$ cat src/rtl/alu_arbiter.sv
// Two-requester front end for a shared combinational ALU.
// A requester is granted in IDLE. Its operands, function field and ALUop are latched.
// The latched values drive the ALU for one EXEC cycle, and the result is registered at the end of that cycle.
// DONE then pulses the winner's done line.
// Round-robin arbitration uses a single last-grant bit.
module alu_arbiter (
    input  logic        clk,
    input  logic        rst,
    input  logic        req0,
    input  logic        req1,
    input  logic [31:0] a0,
    input  logic [31:0] b0,
    input  logic [31:0] a1,
    input  logic [31:0] b1,
    input  logic [5:0]  func0,
    input  logic [5:0]  func1,
    input  logic [1:0]  op0,
    input  logic [1:0]  op1,
    output logic [31:0] alu_A,
    output logic [31:0] alu_B,
    output logic [5:0]  alu_func,
    output logic [1:0]  alu_op,
    input  logic [31:0] alu_out,
    input  logic        alu_zero,
    output logic        done0,
    output logic        done1,
    output logic [31:0] res,
    output logic        res_zero,
    output logic        err,
    output logic        busy
);

    typedef enum logic [1:0] {
        IDLE = 2'd0,
        EXEC = 2'd1,
        DONE = 2'd2
    } state_t;

    state_t      state;
    logic        last_grant;
    logic        winner;
    logic        pick;
    logic [31:0] lat_a;
    logic [31:0] lat_b;
    logic [5:0]  lat_func;
    logic [1:0]  lat_op;
    logic        done0_q;
    logic        done1_q;
    logic        err_q;
    logic        busy_q;
    logic        exec_active;

    // Choose the requester to grant.
    // A lone requester always wins.
    // On a tie, the one not granted last time wins.
    always_comb begin
        pick = 1'b0;
        if (req0 && req1) begin
            pick = ~last_grant;
        end else if (req1) begin
            pick = 1'b1;
        end
    end

    // Control FSM.
    // It latches the winner's operands, captures the ALU result, and produces the registered status pulses.
    always_ff @(posedge clk) begin
        if (rst) begin
            state      <= IDLE;
            last_grant <= 1'b1;
            winner     <= 1'b0;
            lat_a      <= '0;
            lat_b      <= '0;
            lat_func   <= '0;
            lat_op     <= '0;
            res        <= '0;
            res_zero   <= 1'b0;
            done0_q    <= 1'b0;
            done1_q    <= 1'b0;
            err_q      <= 1'b0;
            busy_q     <= 1'b0;
        end else begin
            case (state)
                IDLE: begin
                    done0_q <= 1'b0;
                    done1_q <= 1'b0;
                    err_q   <= 1'b0;
                    if (req0 || req1) begin
                        winner     <= pick;
                        last_grant <= pick;
                        lat_a      <= pick ? a1 : a0;
                        lat_b      <= pick ? b1 : b0;
                        lat_func   <= pick ? func1 : func0;
                        lat_op     <= pick ? op1 : op0;
                        busy_q     <= 1'b1;
                        state      <= EXEC;
                    end
                end
                EXEC: begin
                    if (lat_op == 2'b11) begin
                        res      <= '0;
                        res_zero <= 1'b1;
                        err_q    <= 1'b1;
                    end else begin
                        res      <= alu_out;
                        res_zero <= alu_zero;
                        err_q    <= 1'b0;
                    end
                    done0_q <= ~winner;
                    done1_q <= winner;
                    state   <= DONE;
                end
                DONE: begin
                    done0_q <= 1'b0;
                    done1_q <= 1'b0;
                    err_q   <= 1'b0;
                    busy_q  <= 1'b0;
                    state   <= IDLE;
                end
                default: begin
                    done0_q <= 1'b0;
                    done1_q <= 1'b0;
                    err_q   <= 1'b0;
                    busy_q  <= 1'b0;
                    state   <= IDLE;
                end
            endcase
        end
    end

    // The ALU sees the latched request only during EXEC.
    // Status outputs are forced low while reset is held, so nothing leaks out of an aborted operation.
    assign exec_active = (state == EXEC) && !rst;
    assign alu_A       = exec_active ? lat_a    : '0;
    assign alu_B       = exec_active ? lat_b    : '0;
    assign alu_func    = exec_active ? lat_func : '0;
    assign alu_op      = exec_active ? lat_op   : '0;
    assign done0       = done0_q & ~rst;
    assign done1       = done1_q & ~rst;
    assign err         = err_q   & ~rst;
    assign busy        = busy_q  & ~rst;

endmodule

$ cat config.mk
export PLATFORM = sky130hd
export DESIGN_NAME = alu_arbiter
export DESIGN_NICKNAME = d
export VERILOG_FILES = /design/src/rtl/alu_arbiter.sv
export SDC_FILE = /design/constraint.sdc
export NUM_CORES = 1
export LEC_CHECK = 0
export BUFFER_PORTS_ARGS = -buffer_cell sky130_fd_sc_hd__buf_4
export CORE_ASPECT_RATIO = 1.2
export CORE_MARGIN = 3
export CORE_UTILIZATION = 45
export CTS_CLUSTER_SIZE = 10
export DETAILED_ROUTE_END_ITERATION = 8
export GPL_TIMING_DRIVEN = 1
export HOLD_SLACK_MARGIN = 0.02
export PLACE_DENSITY = 0.77
export SYNTH_ARGS = -nofsm -noshare
export SYNTH_HDL_FRONTEND = slang
export SYNTH_SLANG_ARGS = --single-unit
$ cat constraint.sdc
create_clock -name clk -period 1.4 [get_ports clk]
set_input_delay 0.07 -clock clk [delete_from_list [all_inputs] [get_ports clk]]
set_output_delay 0.07 -clock clk [all_outputs]
set_load 0.01 [all_outputs]
**Word level (Yosys, flattened, before mapping)**

Cells that the tools add are included.

- Register bits after elaboration: 113
- Word-level logic and storage cells: 49
- Output and inout port bits: 109
- Input bits: 181

- Multiplexer cells: 17
- Eq/ne operators: 3
- Reduce and logical (&&, ||, !) cells: 8
- Bitwise operators: 8

Operators with widths:

| operator | count |
|---|---|
| $mux W32 | 5 |
| $mux W6 | 2 |
| $mux W2 | 3 |
| $mux W1 | 5 |
| $and A1 B1 Y1 | 4 |
| $not A1 Y1 | 4 |
| $pmux W2 S2 | 1 |
| $reduce_and A2 Y1 | 2 |
| $eq A2 B1 Y1 const B | 1 |
| $eq A2 B2 Y1 const B | 1 |
| $logic_and A1 B1 Y1 | 2 |
| $logic_not A2 Y1 | 1 |
| $ne A2 B2 Y1 const B | 1 |
| $pmux W1 S2 | 1 |
| $reduce_or A2 Y1 | 1 |
| $logic_not A1 Y1 | 1 |
| $logic_or A1 B1 Y1 | 1 |

**Depth between registers and ports, before layout**

- Word-level depth: 3
- Mapped depth: 6
- Depth with buffers taken out: 3

**Least setup slack after synthesis**

No wires, ideal clock.

- Path type: reg2out
- From: reg state[1]
- To: out alu_A[10]
- Required time: 1.330 ns
- Stages on the path, launching flop included: 7
- Data arrival time: 1.173 ns
- Path slack: 0.157 ns
- Path buffers: 3
- Cells stage by stage: dfxtp_1 > nand2b_1 > buf_2 > nor2_2 > buf_4 > clkbuf_2 > and2_1

- Cells in the longest elaborated chain, start to end: 3

Ends and longest elaborated chain:

| what | line | source |
|---|---|---|
| from (decl) | 39 | `state_t state;` |
| from (signal assigned) | 69 | `state <= IDLE;` |
| from (signal assigned) | 96 | `state <= EXEC;` |
| from (signal assigned) | 111 | `state <= DONE;` |
| $eq A2 B1 Y1 | 133 | `assign exec_active = (state == EXEC) && !rst;` |
| $logic_and A1 B1 Y1 | 133 |  |
| $mux W32 | 134 | `assign alu_A = exec_active ? lat_a : '0;` |
| to (decl) | 19 | `output logic [31:0] alu_A,` |

No other way between the ends.

**Worst setup path after layout**

- From: reg state[1]
- To: out alu_B[29]

- Cells in the longest elaborated chain, start to end: 3

Ends and longest elaborated chain:

| what | line | source |
|---|---|---|
| $eq A2 B1 Y1 | 133 |  |
| $logic_and A1 B1 Y1 | 133 |  |
| $mux W32 | 135 | `assign alu_B = exec_active ? lat_b : '0;` |
| to (decl) | 20 | `output logic [31:0] alu_B,` |

No other way between the ends.

==> metrics.cfg <==
[power]
peakVddDrop_mv=1.00
combPwrFrac_pct=29.2
switching_share_pct=30.4
p_seq_share_pct=32.2
power.switching_w=0.00356
p_int_w=0.00815
power.density_mw_per_mm2=1020
pwr-share-clk_pct=38.6
p_leak_nw=4.98

[sta]
slew_headroom_pct=76.8
finalSetupTns_ns=-29.23
setup_ws_ns=-0.330
period_minus_slack_ns=1.73
slew_violations=0
fmax_mhz=578
setup_viol=151
worst_slew_pin_slew_ns=0.348
whs_ns=0.176
finalHoldViolCount=0
finalCritPeriodShare_pct=124
rsz0062_at_grt=true
fin_skew_ns=0.0126

[synth]
synth.avg_cell_area_um2=8.50
synth_area_leader_cell=dfxtp_1
muxShareOfSynthArea_pct=0
ys.flop_type=dfxtp_1
yosysMostFrequentCell=nand2_1
synth_area_mm2=0.00570
synthTopCellsByArea=dfxtp_1, a311oi_2, nand2_1
synth_compound_area_share_pct=29.0
synthAdderAreaFrac_pct=0
synth.yosys.seq_area_share_pct=39.7
synthTopCellsByCount=nand2_1, dfxtp_1, a21oi_1
synth_edf_count=0
synthXorXnorAreaFrac_pct=0
synthSimpleGateAreaFrac_pct=24.2
synthesis.nets=851
synth_cell_types=26
synth_top_area_share_pct=39.7
synth_seq_cells=113
async_flop_share_pct=0
synth_cells=670
synth_top_family_by_area=compound AO/OA/AOI/OAI gates
yosys_warnings=0

[global_route]
grt_pass1_wl_mm=39.7
grt_max_degree=60
grt_pass1_vias=7725
gr-total-overflow=0
antenna_found_initial=1
track_usage_pct=36.1

[critical_path]
path_max_fanout=17
reg2reg_depth=8
endpoint=alu_B[29]
r2r-start=state[1]
cp-startpoint=state[1]
cp.required_ns=1.33
critical_path_class=reg2out
start_kind=flop
endpoint_kind=primary output
timing.rr.end=lat_b[8]
r2r_slack_ns=-0.22
arrival_ns=1.66

[drt]
ant_nets=0
firstDrtPassIters=7
drc=0
viasPerCell=6.09
routed_wl_mm=31.8
wire_per_inst_um=24.1
drt_iter0_drc=897
vias=8037

[min_path]
hold_path.class=in2reg
min_from=rst

[outcome]
status=finished, violations left
violations=negative setup slack

[clock_tree]
clk_latency_ns=0.41
clock_sinks=113
cts_root_buffer=clkbuf_16
numCtsBuffers=17
clkSlewWorstSetupHoldPaths_ns=0.06
h-tree-depth=4
clockBufferDepth=2
cts_tree=done

[floorplanning]
die_height_um=129
pin_count=290
die_x_um=109
coreArea_mm2=0.0122
std_cell_rows=44
start_util_pct=46.6
die_area_mm2=0.0141

[run]
maxCapViolCount=0

[finish]
multiInputGateArea_mm2=0.00327
nets=1322
n_fill_cell=406
area_growth_pct=101
seqCellArea_mm2=0.00227
final_cell_area_mm2=0.0114
drive_above_1_share_pct=44.6

[placed_design]
dpl.hpwl_mm=12.9
place_area_mm2=0.00810
dp_slack_ns=0.0378
gp_congestion=0.831
port_buffers=289

==> worst min-delay path by stage <==
stage / end / slack, ns / depth (start not counted)
floorplan: res_zero / 0.22 / 2
global placement: res[6] / 0.34 / 3
detailed placement: res[27] / 0.34 / 3
CTS: lat_b[6] / 0.16 / 3
global route: res[18] / 0.18 / 3
finish: res[8] / 0.18 / 3
==> cell usage in the layout, fill, tap and decap left out, types with 3 or more instances in the layout <==
| cell | netlist | routed |
|---|---|---|
| a21oi_1 | 106 | 89 |
| a311oi_2 | 70 | 70 |
| clkbuf_16 | 0 | 26 |
| dlygate4sd3_1 | 0 | 178 |
| diode_2 | 0 | 4 |
| buf_4 | 4 | 267 |
| nand2_1 | 179 | 179 |
| buf_12 | 0 | 24 |
| and2_1 | 74 | 37 |
| buf_16 | 0 | 3 |
| dfxtp_1 | 113 | 110 |
| nand3_1 | 32 | 31 |
| and2_4 | 0 | 37 |
| bufinv_16 | 0 | 3 |
| clkinv_4 | 0 | 6 |
| a21oi_2 | 0 | 17 |
| nor2b_1 | 5 | 4 |
| buf_6 | 8 | 40 |
==> power by group through the flow <==
stage	logic, W	registers (W)	clock network, W
detailed placement	0.00220	0.00376	0
floorplan	0.00128	0.00375	0
finish	0.00342	0.00377	0.00452
global placement	0.00216	0.00375	0
CTS	0.00269	0.00370	0.00447
global route	0.00354	0.00379	0.00465
==> state kept, by name, indices dropped and copies added, names as in the netlist <==
name	cells
res_zero	1
busy_q	1
state	2
done0_q	1
done1_q	1
lat_op	2
lat_a	32
err_q	1
winner	1
res	32
lat_b	32
lat_func	6
last_grant	1
==> worst max-delay path, cell delays in order, from the launching register on <==
cell and delay, ns:
dfxtp_2 0.32, nand2b_4 0.16, nor2_4 0.15, buf_12 0.14, buf_12 0.14, and2_1 0.18, buf_4 0.14
==> area by class of cell <==
type / count / share of cell area [%]
sequential: 113 / 19.8
clock buffer: 17 / 3.72
timing repair buffer: 524 / 44.3
tap: 161 / 1.76
antenna: 4 / 0.0875
multi-input combinational: 483 / 28.6
inverter: 2 / 0.0657
clock inverter: 15 / 1.62
==> kinds of logic after synthesis <==
logic type,count (synthesis)
DFF,113
and+or+nand+nor,299
AOI/OAI and AO/OA,184
buffers and inverters,74
==> per-layer routing <==
layer  global-route usage [%]  up-vias  routed length, um
met5                        0        -                  0
met2                     62.0      777              15100
met3                     10.2      261               3500
met4                     22.9        0               2750
met1                     38.8     3709              10400
li1                         -     3290                  -
==> through the flow <==
| stage | power (W) | std cells | util (%) |
|---|---|---|---|
| finish | 0.0117 | 1319 | 93.6 |
| global route | 0.0120 | 1316 | 93.5 |
| CTS | 0.0109 | 1293 | 88.0 |
| detailed placement | 0.00596 | 1077 | 66.3 |
| global placement | 0.00591 | 1077 | 66.3 |
| floorplan | 0.00503 | 670 | - |
==> timing repair <==
action	4_1_cts	5_1_grt
gates cloned	2	12
setup endpoints to repair	72	134
hold buffers	179	0
endpoints found under the hold margin	106	0
resized for setup	50	73
pin swaps	2	54
buffers inserted	3	11
(Power assumes the default switching activity.)
